==> src/rtl/seq_detector_param_pkg.sv <==
// Shared constants and helpers for the parametrised serial pattern detector.
//   DEF_PATTERN_1011 : default pattern of the legacy 4-bit detector
//   MODE_MEALY/MOORE : encoding of the MOORE parameter
//   clog2()          : width of the history fill counter
package seq_det_pkg;

    localparam logic [3:0] DEF_PATTERN_1011 = 4'b1011;

    localparam int unsigned MODE_MEALY = 0;
    localparam int unsigned MODE_MOORE = 1;

    // Ceiling log2, never less than 1 so a counter always has at least one bit.
    function automatic int unsigned clog2(input int unsigned n);
        int unsigned r;
        r = 0;
        while ((32'd1 << r) < n) r++;
        return (r == 0) ? 1 : r;
    endfunction

endpackage

==> src/rtl/seq_detector_param_if.sv <==
// Serial data / pattern-control / match-report bundle of seq_detector_param.
//   master : data source + control logic (drives data, valid, overlap, load)
//   slave  : the detector (drives detected, match_count, pattern)
interface seq_detector_param_if #(
    parameter int unsigned PAT_W = 4,
    parameter int unsigned CNT_W = 8
);
    logic             data_in;
    logic             data_valid;
    logic             overlap_en;
    logic             pat_load;
    logic [PAT_W-1:0] pat_in;
    logic             detected;
    logic [CNT_W-1:0] match_count;
    logic [PAT_W-1:0] pattern;

    modport master (
        output data_in, data_valid, overlap_en, pat_load, pat_in,
        input  detected, match_count, pattern
    );

    modport slave (
        input  data_in, data_valid, overlap_en, pat_load, pat_in,
        output detected, match_count, pattern
    );
endinterface

==> src/rtl/seq_detector_param_sat_counter.sv <==
// Saturating up-counter with synchronous clear.
//   clk, rst : clock and synchronous active-high reset
//   clr      : clear to zero (priority over inc)
//   inc      : increment by one, holding at all-ones
//   count    : current value
module sat_counter #(
    parameter int unsigned W = 8
) (
    input  logic         clk,
    input  logic         rst,
    input  logic         clr,
    input  logic         inc,
    output logic [W-1:0] count
);

    always_ff @(posedge clk) begin
        if (rst) begin
            count <= '0;
        end else if (clr) begin
            count <= '0;
        end else if (inc && (count != '1)) begin
            count <= count + W'(1);
        end
    end

endmodule

==> src/rtl/seq_detector_param.sv <==
// Parametrised serial bit-pattern detector with loadable pattern, overlap
// control, Mealy/Moore output timing, valid qualification and a saturating
// match counter.
//   clk, rst : single clock, synchronous active-high reset
//   bus      : slave side of seq_detector_param_if
//              in : data_in, data_valid, overlap_en, pat_load, pat_in
//              out: detected, match_count, pattern
module seq_detector_param
    import seq_det_pkg::*;
#(
    parameter int unsigned      PAT_W   = 4,
    parameter logic [PAT_W-1:0] PATTERN = PAT_W'(DEF_PATTERN_1011),
    parameter int unsigned      MOORE   = MODE_MEALY,
    parameter int unsigned      CNT_W   = 8
) (
    input  logic                 clk,
    input  logic                 rst,
    seq_detector_param_if.slave  bus
);

    localparam int unsigned      FILL_W   = clog2(PAT_W);
    localparam int unsigned      HIST_W   = PAT_W - 1;
    localparam logic [FILL_W-1:0] FILL_MAX = FILL_W'(PAT_W - 1);

    logic [PAT_W-1:0]  pat_q;
    logic [HIST_W-1:0] hist_q;
    logic [HIST_W-1:0] hist_d;
    logic [FILL_W-1:0] fill_q;
    logic [FILL_W-1:0] fill_d;
    logic [PAT_W-1:0]  window;
    logic              hit;
    logic              det_q;

    // Candidate window: stored history with the current bit as the newest (LSB).
    assign window = {hist_q, bus.data_in};

    // A load cycle discards the presented bit, so it can never complete a match.
    assign hit = bus.data_valid & ~bus.pat_load & (fill_q == FILL_MAX) & (window == pat_q);

    // Next history / fill; invalid cycles hold so gaps keep partial matches alive.
    always_comb begin
        hist_d = hist_q;
        fill_d = fill_q;
        if (bus.pat_load) begin
            hist_d = '0;
            fill_d = '0;
        end else if (bus.data_valid) begin
            hist_d = window[HIST_W-1:0];
            if (hit && !bus.overlap_en) begin
                // Non-overlap: the next match needs PAT_W fresh bits.
                fill_d = '0;
            end else if (fill_q != FILL_MAX) begin
                fill_d = fill_q + FILL_W'(1);
            end
        end
    end

    // Pattern, history, fill and Moore output registers.
    always_ff @(posedge clk) begin
        if (rst) begin
            pat_q  <= PATTERN;
            hist_q <= '0;
            fill_q <= '0;
            det_q  <= 1'b0;
        end else begin
            if (bus.pat_load) begin
                pat_q <= bus.pat_in;
            end
            hist_q <= hist_d;
            fill_q <= fill_d;
            det_q  <= hit;
        end
    end

    // Match counter, cleared with every pattern load.
    sat_counter #(
        .W (CNT_W)
    ) u_match_cnt (
        .clk   (clk),
        .rst   (rst),
        .clr   (bus.pat_load),
        .inc   (hit),
        .count (bus.match_count)
    );

    // Mealy output is masked while reset is asserted.
    assign bus.detected = (MOORE == MODE_MOORE) ? det_q : (hit & ~rst);
    assign bus.pattern  = pat_q;

endmodule

==> src/flat_wrapper.sv <==
// flat-port wrapper written by rule: the top's interface ports become plain ports
module seq_detector_param_flat import seq_det_pkg::*;
#(
    parameter int unsigned      PAT_W   = 4,
    parameter logic [PAT_W-1:0] PATTERN = PAT_W'(DEF_PATTERN_1011),
    parameter int unsigned      MOORE   = MODE_MEALY,
    parameter int unsigned      CNT_W   = 8
)
  (clk, rst, bus_data_in, bus_data_valid, bus_overlap_en, bus_pat_load, bus_pat_in, bus_detected, bus_match_count, bus_pattern);
  seq_detector_param_if #(.PAT_W(PAT_W), .CNT_W(CNT_W)) bus_i ();
  input  logic clk;
  input  logic rst;
  input wire logic [$bits(bus_i.data_in)-1:0] bus_data_in;
  input wire logic [$bits(bus_i.data_valid)-1:0] bus_data_valid;
  input wire logic [$bits(bus_i.overlap_en)-1:0] bus_overlap_en;
  input wire logic [$bits(bus_i.pat_load)-1:0] bus_pat_load;
  input wire logic [$bits(bus_i.pat_in)-1:0] bus_pat_in;
  output wire logic [$bits(bus_i.detected)-1:0] bus_detected;
  output wire logic [$bits(bus_i.match_count)-1:0] bus_match_count;
  output wire logic [$bits(bus_i.pattern)-1:0] bus_pattern;
  assign bus_i.data_in = bus_data_in;
  assign bus_i.data_valid = bus_data_valid;
  assign bus_i.overlap_en = bus_overlap_en;
  assign bus_i.pat_load = bus_pat_load;
  assign bus_i.pat_in = bus_pat_in;
  assign bus_detected = bus_i.detected;
  assign bus_match_count = bus_i.match_count;
  assign bus_pattern = bus_i.pattern;
  seq_detector_param #(.PAT_W(PAT_W), .PATTERN(PATTERN), .MOORE(MOORE), .CNT_W(CNT_W)) u_core (.clk(clk), .rst(rst), .bus(bus_i));
endmodule
==> config.mk <==
export PLATFORM = sky130hd
export DESIGN_NAME = seq_detector_param_flat
export DESIGN_NICKNAME = d
export VERILOG_FILES = /design/src/rtl/seq_detector_param_pkg.sv /design/src/rtl/seq_detector_param_if.sv /design/src/rtl/seq_detector_param_sat_counter.sv /design/src/rtl/seq_detector_param.sv /design/src/flat_wrapper.sv
export SDC_FILE = /design/constraint.sdc
export NUM_CORES = 1
export LEC_CHECK = 0
export ABC_AREA = 1
export ABC_CLOCK_PERIOD_IN_PS = 1400
export CAP_MARGIN = 20
export CORE_MARGIN = 3
export CORE_UTILIZATION = 42
export CTS_CLUSTER_SIZE = 8
export DETAILED_ROUTE_END_ITERATION = 7
export PLACE_DENSITY = 0.81
export SLEW_MARGIN = 20
export SYNTH_ARGS = -nofsm -noshare
export SYNTH_HDL_FRONTEND = slang
export SYNTH_SLANG_ARGS = --single-unit
==> constraint.sdc <==
create_clock -name clk -period 1.4 [get_ports clk]
set_input_delay 0.42 -clock clk [delete_from_list [all_inputs] [get_ports clk]]
set_output_delay 0.42 -clock clk [all_outputs]
set_load 0.005 [all_outputs]
==> out/results.ini, run 1 <==
[finish]
multi_input_area_um2 = 578
seq_area_um2 = 362
n_fill_cell = 96
fin_nets = 195
drive_above_1_share_pct = 47.8
postLayoutCellArea_um2 = 1550
n_antenna_cell = 0
area_delta_synth_final_pct = 77.8

[routing]
wl_um = 3210
wl_per_cell_um = 15.5
vias = 1101
route.detailed.drc = 0
firstDrtPassIters = 4
final_antenna_net_count = 0
via_per_inst = 5.32
first_iter_violations = 52

[placement]
gp_congestion = 0.859
portBuffers = 22
placed_cell_area_um2 = 1280
dp_hpwl_um = 1650

[pwr]
power.density_nw_per_um2 = 614
ir_drop_v = 0.000819
switching_share_pct = 27.5
p_leak_nw = 0.688
p_comb_share_pct = 16.9
switchingPower_mw = 0.262
clkPwrFrac_pct = 30.0
pwr-share-seq_pct = 53.1
internal-power_mw = 0.692

[global_route]
antenna_found_initial = 0
grt_pass1_vias = 961
overflow = 0
grt_max_degree = 11
grt_pass1_wl_um = 4060
track_usage_pct = 19.6

[floorplanning]
start_util_pct = 47.5
die_area_um2 = 2660
coreArea_um2 = 1840
die_y_um = 51.6
rows = 15
die_w_um = 51.6
ios = 23

[synth]
synth-async-reset-ratio_pct = 0
synth_common_cells = nand2_1, dfxtp_1, a21oi_1
synthMuxAreaShare_pct = 0
syn_inst = 122
synth-simple-area-share_pct = 32.5
synthFlopType = dfxtp_1
synth.avg_cell_area_um2 = 7.16
yosysMostFrequentCell = nand2_1
synth_top_family_by_area = simple AND/OR/NAND/NOR gates
synth_compound_area_share_pct = 13.6
synth.area.top_cells = dfxtp_1, nand2_1, a21oi_1
synth_nets = 134
synth_top_area_cell = dfxtp_1
synth_top_area_share_pct = 39.0
synth_edf_count = 0
synth-seq-cells = 17
ys_seq_area_share_pct = 39.0
syn_area_um2 = 873
ys_types = 26
synth_fa_ha_area_share_pct = 2.87
synth-xor-area-share_pct = 4.01
ys_warn_count = 0

[timing]
max_freq_mhz = 573
finalMaxSlewViolations = 0
hold_violations = 0
worst_pin_slew_ns = 0.261
worst_slew_margin_rel_pct = 82.5
setup_viol = 8
final.setup.tns_ns = -0.823
finalCritPeriodShare_pct = 125
rsz0062_at_grt = yes
skew_ns = 0.00363
setup_ws_ns = -0.346
min_period_ns = 1.75

[worst_setup_path]
cp_max_fo = 3
criticalPathCategory = reg2out
rr_worst_depth = 11
startpoint_type = register
critPathRequiredTime_ns = 0.98
cp.arrival_ns = 1.33
end_kind = output pin

[clock_network]
clk_pin_slew_ns = 0.11
clk_path_buf_depth = 2
cts_tree = yes
root_buffer = clkbuf_4
postCtsHoldBufs = 0
cts_buffers = 3
htree_num_levels = 1
clkLatencyLatePin_ns = 0.30
cts_num_sinks = 17

[min_path]
min_path_type = reg2reg
min_path_cells = 2

[status]
violations = setup timing
status = finished with violations

[run]
maxCapViolCount = 0

-- metal layers --
metal  routed length [µm]  up-vias  GRT usage (%)  share of wire (%)
li1                     -      517              -                  -
met3                  144       14           3.72                4.5
met4                   98        0           4.80                3.1
met2                 1590       51           31.4                 50
met5                    0        -              0                  0
met1                 1380      519           27.2                 43
-- logic make-up after synthesis --
group	Yosys count
compound gates	22
xor+xnor	4
fa+ha+maj	2
buf+inv	17
flops	17
simple gates	60
-- path summary, 6_finish.rpt --
kind	start	to	slack, ns
worst max-delay path	u_core.hist_q[0]$_SDFFE_PP0P_	bus_detected	-0.35
worst min-delay path	u_core.bus.pattern[1]$_SDFFE_PP1P_	u_core.bus.pattern[1]$_SDFFE_PP1P_	0.51
worst max register to register	u_core.fill_q[1]$_SDFFE_PP0P_	u_core.fill_q[0]$_SDFFE_PP0P_	-0.14
worst min register to register	u_core.bus.pattern[1]$_SDFFE_PP1P_	u_core.bus.pattern[1]$_SDFFE_PP1P_	0.51
-- critical path, stage by stage, from the launching register on --
cell     delay (ns)
dfxtp_2        0.36
inv_1          0.06
nand2_1        0.07
nand2_1        0.07
nor2_2         0.12
nand3_2        0.10
nor2_2         0.10
buf_2          0.13
-- state kept, by name, indices dropped and copies added (netlist names) --
signal,cells
u_core.bus.pattern,4
u_core.fill_q,2
u_core.hist_q,3
u_core.u_match_cnt.count,8
-- placed cells by master, fill, tap and decap left out, types with 6 or more instances in the layout --
master            n
clkdlybuf4s50_1   6
nand2_2           7
buf_6             8
a21oi_1          10
dfxtp_2          14
inv_1            12
buf_4            28
nand2_1          22
nor2_1            8
dlygate4sd2_1    12
-- power groups by stage --
stage | logic, mW | registers [mW] | clock network, mW
2_1_floorplan | 0.0525 | 0.516 | 0
3_3_place_gp | 0.131 | 0.515 | 0
3_5_place_dp | 0.134 | 0.516 | 0
4_1_cts | 0.139 | 0.506 | 0.283
5_1_grt | 0.176 | 0.508 | 0.301
6_report | 0.162 | 0.506 | 0.286
-- area by class of cell --
| type | count | area share (%) |
|---|---|---|
| flip-flops and latches | 17 | 23.3 |
| multi-input cells | 89 | 37.2 |
| clock buffers | 3 | 1.45 |
| clock inverters | 1 | 0.322 |
| well taps | 25 | 2.01 |
| repair buffers | 57 | 31.6 |
| inverters | 15 | 4.11 |
-- stage by stage --
step	util [%]	hold WS (ns)	total power [mW]	setup slack (ns)	cells
floorplan	-	0.456	0.568	-0.0182	122
global placement	69.7	0.477	0.646	-0.890	188
detailed placement	69.7	0.478	0.649	-0.939	188
CTS	76.2	0.500	0.928	-0.322	202
global route	84.4	0.523	0.984	-0.398	207
finish	84.4	0.508	0.954	-0.346	207
-- timing repair --
item | in CTS | in global routing
setup buffers | 10 | 5
pin swaps | 6 | 14
resized for setup | 42 | 30
gates cloned | 0 | 1
endpoints found under the setup margin | 23 | 12
Power figures use the tool's default switching activity.
==> run 2, diff against run 1 <==
Settings changed: ABC_CLOCK_PERIOD_IN_PS 1400 to 1460, RECOVER_POWER set to 50, REMOVE_ABC_BUFFERS set to 1.
Clock period 1.4 ns to 1.46 ns, I/O delays scaled along.
==> out/results.ini, run 2 (synthesis results as in run 1) <==
[status]
status = finished with violations
violations = setup timing

[pwr]
ir_drop_v = 0.000689
p_leak_nw = 0.716
power.density_nw_per_um2 = 587

[finish]
final_util_pct = 84.7
n_antenna_cell = 0
seq_area_um2 = 360
largest_reg_flops = 8
regMostFlops = u_core.u_match_cnt.count
layoutNonFillerInstCount = 212
multi_input_area_um2 = 542
area_delta_synth_final_pct = 78.4
n_fill_cell = 110
fin_nets = 200
layout_commonest_cell = buf_4
postLayoutCellArea_um2 = 1560
final_cell_mix = buf_4, nand2_1, dlygate4sd2_1
drive_above_1_share_pct = 43.9

[routing]
route.detailed.drc = 0
wl_per_cell_um = 17.1
first_iter_violations = 50
vias = 1156
wl_um = 3630
firstDrtPassIters = 4
final_antenna_net_count = 0
via_per_inst = 5.45

[global_route]
antenna_found_initial = 0
grt_pass1_wl_um = 5860
track_usage_pct = 29.8
grt_pass1_vias = 1208
grt_max_degree = 11
overflow = 0

[timing]
finalCritPeriodShare_pct = 122
min_period_ns = 1.77
setup_ws_ns = -0.314
max_freq_mhz = 564
worst_slew_margin_rel_pct = 84.1
setup_viol = 10
skew_ns = 0.00506
rsz0062_at_grt = yes
worst_pin_slew_ns = 0.236
hold_violations = 0
finalMaxSlewViolations = 0

[min_path]
min_path_cells = 2
holdPathEnd = u_core.bus.pattern[3]$_SDFFE_PP1P_
min_path_type = reg2reg
hold_start = u_core.bus.pattern[3]$_SDFFE_PP1P_

[worst_setup_path]
crit_family = simple AND/OR/NAND/NOR gates
worstReg2RegStart = u_core.u_match_cnt.count[0]$_SDFFE_PP0P_
r2r_slack_ns = 0
slowest_stage = dfxtp_2
cp_cell_sequence = ha_4 -> nand3_4 -> nor2_4 -> nand3_2 -> nor2_1 -> buf_2
critPathRequiredTime_ns = 1.02
critPathBufInv = 1
slowest_delay_ns = 0.38
startpoint_type = register
cp.arrival_ns = 1.34
cp_max_fo = 2
criticalPathCategory = reg2out
r2r-end = u_core.u_match_cnt.count[3]$_SDFFE_PP0P_
rr_worst_depth = 8
end_kind = output pin

[clock_network]
cts_tree = yes
htree_num_levels = 1
root_buffer = clkbuf_4
cts_buffers = 3
clk_pin_slew_ns = 0.10
postCtsHoldBufs = 0
clkLatencyLatePin_ns = 0.28
cts_num_sinks = 17
clk_path_buf_depth = 2

[floorplanning]
rows = 15
start_util_pct = 47.5
die_w_um = 51.6
die_area_um2 = 2660
coreArea_um2 = 1840
ios = 23
die_y_um = 51.6

[placement]
gp_congestion = 0.780
dp_hpwl_um = 1740
placed_cell_area_um2 = 1230
portBuffers = 22
placed_cells = 182

[run]
maxCapViolCount = 0

[run 2: cell count changes in the layout (fill, tap and decap cells not counted), sizes merged]
cell	previous run	this run
buf	37	42
clkbuf	3	5
clkdlybuf4s15	2	1
clkdlybuf4s50	6	5
clkinv	1	0
dlygate4sd3	0	1
dlymetal6s2s	0	1
nand2	31	30
[run 2: area by class of cell]
cell class                 instances  share of cell area, %
timing repair buffer              63                   34.3
tap                               25                   2.01
multi-input combinational         88                   34.8
clock buffer                       4                   1.69
inverter                          15                   4.10
sequential                        17                   23.1
[run 2: per-layer routing]
metal | up-vias | part of all wire [%] | track usage (%)
li1 | 529 | - | -
met1 | 548 | 39 | 35.2
met5 | - | 0 | 0
met4 | 0 | 3.0 | 13.5
met3 | 12 | 7.3 | 3.44
met2 | 67 | 51 | 53.4
[run 2: per-stage QoR]
step | hold slack [ns] | setup slack, ns | power (mW) | TNS [ns]
floorplan | 0.456 | 0.0449 | 0.536 | 0
global placement | 0.471 | -0.846 | 0.616 | -4.68
detailed placement | 0.494 | -0.904 | 0.622 | -5.48
CTS | 0.500 | -0.282 | 0.913 | -0.556
global route | 0.558 | -0.398 | 0.963 | -1.10
finish | 0.531 | -0.314 | 0.915 | -0.759
[run 2: how the worst max path moves through the flow]
stage	start	end	slack (ns)	cells after the start
detailed placement	bus_data_in	bus_detected	-0.90	8
CTS	u_core.fill_q[1]$_SDFFE_PP0P_	bus_detected	-0.28	6
floorplan	u_core.fill_q[0]$_SDFFE_PP0P_	bus_detected	0.04	5
global route	u_core.fill_q[0]$_SDFFE_PP0P_	bus_detected	-0.40	6
finish	u_core.fill_q[0]$_SDFFE_PP0P_	bus_detected	-0.31	6
global placement	bus_data_in	bus_detected	-0.85	8
[run 2: timing repair]
| action | CTS | global route |
|---|---|---|
| gates resized for setup | 57 | 16 |
| setup endpoints to repair | 23 | 15 |
| pin swaps | 9 | 14 |
| setup buffers | 29 | 5 |
[run 2: where the power goes]
group / total [mW] / switching, mW / internal (mW)
registers: 0.485 / 0.0124 / 0.472
logic: 0.177 / 0.0807 / 0.0967
clock network: 0.253 / 0.147 / 0.106
[run 2: tightest hold or removal path, stage by stage (launching register included)]
cell and delay (ns):
dfxtp_2 0.34, inv_1 0.06, o21ai_0 0.09
==> run 3, diff against run 2 <==
Settings changed: PLACE_DENSITY 0.81 to 0.69, TNS_END_PERCENT set to 50.
==> out/results.ini, run 3 (synthesis results as in run 1) <==
[pwr]
power.density_nw_per_um2 = 600
p_leak_nw = 0.647
finalPower_mw = 0.859
ir_drop_v = 0.000829

[placement]
gp_congestion = 0.814
dp_hpwl_um = 1620
place_ws_ns = -0.864
portBuffers = 22

[timing]
min_period_ns = 1.71
max_freq_mhz = 585
final.setup.tns_ns = -0.314
finalCritPeriodShare_pct = 117
hold_violations = 0
worst_slew_margin_rel_pct = 83.6
skew_ns = 0.00461
worst_pin_slew_ns = 0.244
finalMaxSlewViolations = 0
rsz0062_at_grt = yes
setup_ws_ns = -0.250
setup_viol = 6

[worst_setup_path]
criticalPathCategory = reg2out
end_kind = output pin
critPathRequiredTime_ns = 1.02
startpoint_type = register
cp_max_fo = 2
cp.arrival_ns = 1.27

[floorplanning]
rows = 15
ios = 23
die_w_um = 51.6
start_util_pct = 47.5
coreArea_um2 = 1840
die_area_um2 = 2660
die_y_um = 51.6

[finish]
regMostFlops = u_core.u_match_cnt.count
layout_commonest_cell = buf_4
fin_nets = 190
final_util_pct = 77.9
area_delta_synth_final_pct = 64.0
final_cell_mix = buf_4, nand2_1, dlygate4sd2_1
n_antenna_cell = 0
n_fill_cell = 150
drive_above_1_share_pct = 32.8
largest_reg_flops = 8

[status]
violations = setup timing
status = finished with violations

[routing]
final_antenna_net_count = 0
via_per_inst = 4.90
route.detailed.drc = 0
firstDrtPassIters = 4
wl_per_cell_um = 12.6
vias = 990
wl_um = 2550
first_iter_violations = 25

[clock_network]
root_buffer = clkbuf_4
htree_num_levels = 1
cts_tree = yes
clkLatencyLatePin_ns = 0.28
cts_num_sinks = 17
cts_buffers = 3
clk_path_buf_depth = 2
clk_pin_slew_ns = 0.10

[global_route]
use_met1_pct = 26.9
top_usage_layer = met2
overflow = 0
grt_pass1_vias = 920
grt_util_met3_pct = 2.87
grt_pass1_wl_um = 4060
antenna_found_initial = 0
use_met2_pct = 34.1
grt_max_degree = 11
track_usage_pct = 20.0

[run]
maxCapViolCount = 0

[min_path]
min_path_type = reg2reg

[run 3: cell type report]
cell class,count,area (µm²),area share (%)
multi-input cells,89,533,37.2
repair buffers,51,412,28.7
flip-flops and latches,17,353,24.6
inverters,15,68.8,4.80
well taps,25,31.3,2.18
clock buffers,4,26.3,1.83
repair inverters,1,8.76,0.611
[run 3: timing repair]
item | CTS | global route
cloned | 0 | 2
setup endpoints to repair | 22 | 12
pin swaps | 7 | 12
resized for setup | 40 | 9
buffers inserted | 12 | 3
hold buffers | 0 | 0
[run 3: layer usage]
| layer | wire length [µm] | vias to the layer above |
|---|---|---|
| li1 | - | 513 |
| met1 | 1210 | 448 |
| met2 | 1220 | 27 |
| met3 | 110 | 2 |
| met4 | 13 | 0 |
| met5 | 0 | - |
[run 3: metrics by stage]
step / cells / hold slack [ns] / cell area, µm²
detailed placement: 183 / 0.486 / 1240
finish: 202 / 0.496 / 1430
global route: 202 / 0.531 / 1430
floorplan: 120 / 0.456 / 865
global placement: 183 / 0.471 / 1240
CTS: 199 / 0.495 / 1390
[run 3: worst paths after layout]
kind	from	endpoint	slack [ns]	depth (start not counted)
worst max-delay path	u_core.fill_q[0]$_SDFFE_PP0P_	bus_detected	-0.25	6
worst min-delay path	u_core.bus.pattern[1]$_SDFFE_PP1P_	u_core.bus.pattern[1]$_SDFFE_PP1P_	0.50	2
worst max register to register	u_core.fill_q[0]$_SDFFE_PP0P_	u_core.fill_q[1]$_SDFFE_PP0P_	0.02	10
worst min register to register	u_core.bus.pattern[1]$_SDFFE_PP1P_	u_core.bus.pattern[1]$_SDFFE_PP1P_	0.50	2
[run 3: power breakdown]
| part | internal [mW] | leakage, nW | switching, mW |
|---|---|---|---|
| Clock | 0.106 | 0.0150 | 0.145 |
| Sequential | 0.476 | 0.140 | 0.00949 |
| Combinational | 0.0652 | 0.491 | 0.0570 |
[run 3: worst max-delay path, cell delays in order, from the launching register on]
cell and delay (ns):
dfxtp_2 0.36, ha_4 0.15, nand3_4 0.07, nor2_4 0.13
nand3_2 0.08, nor2_1 0.08, buf_2 0.11
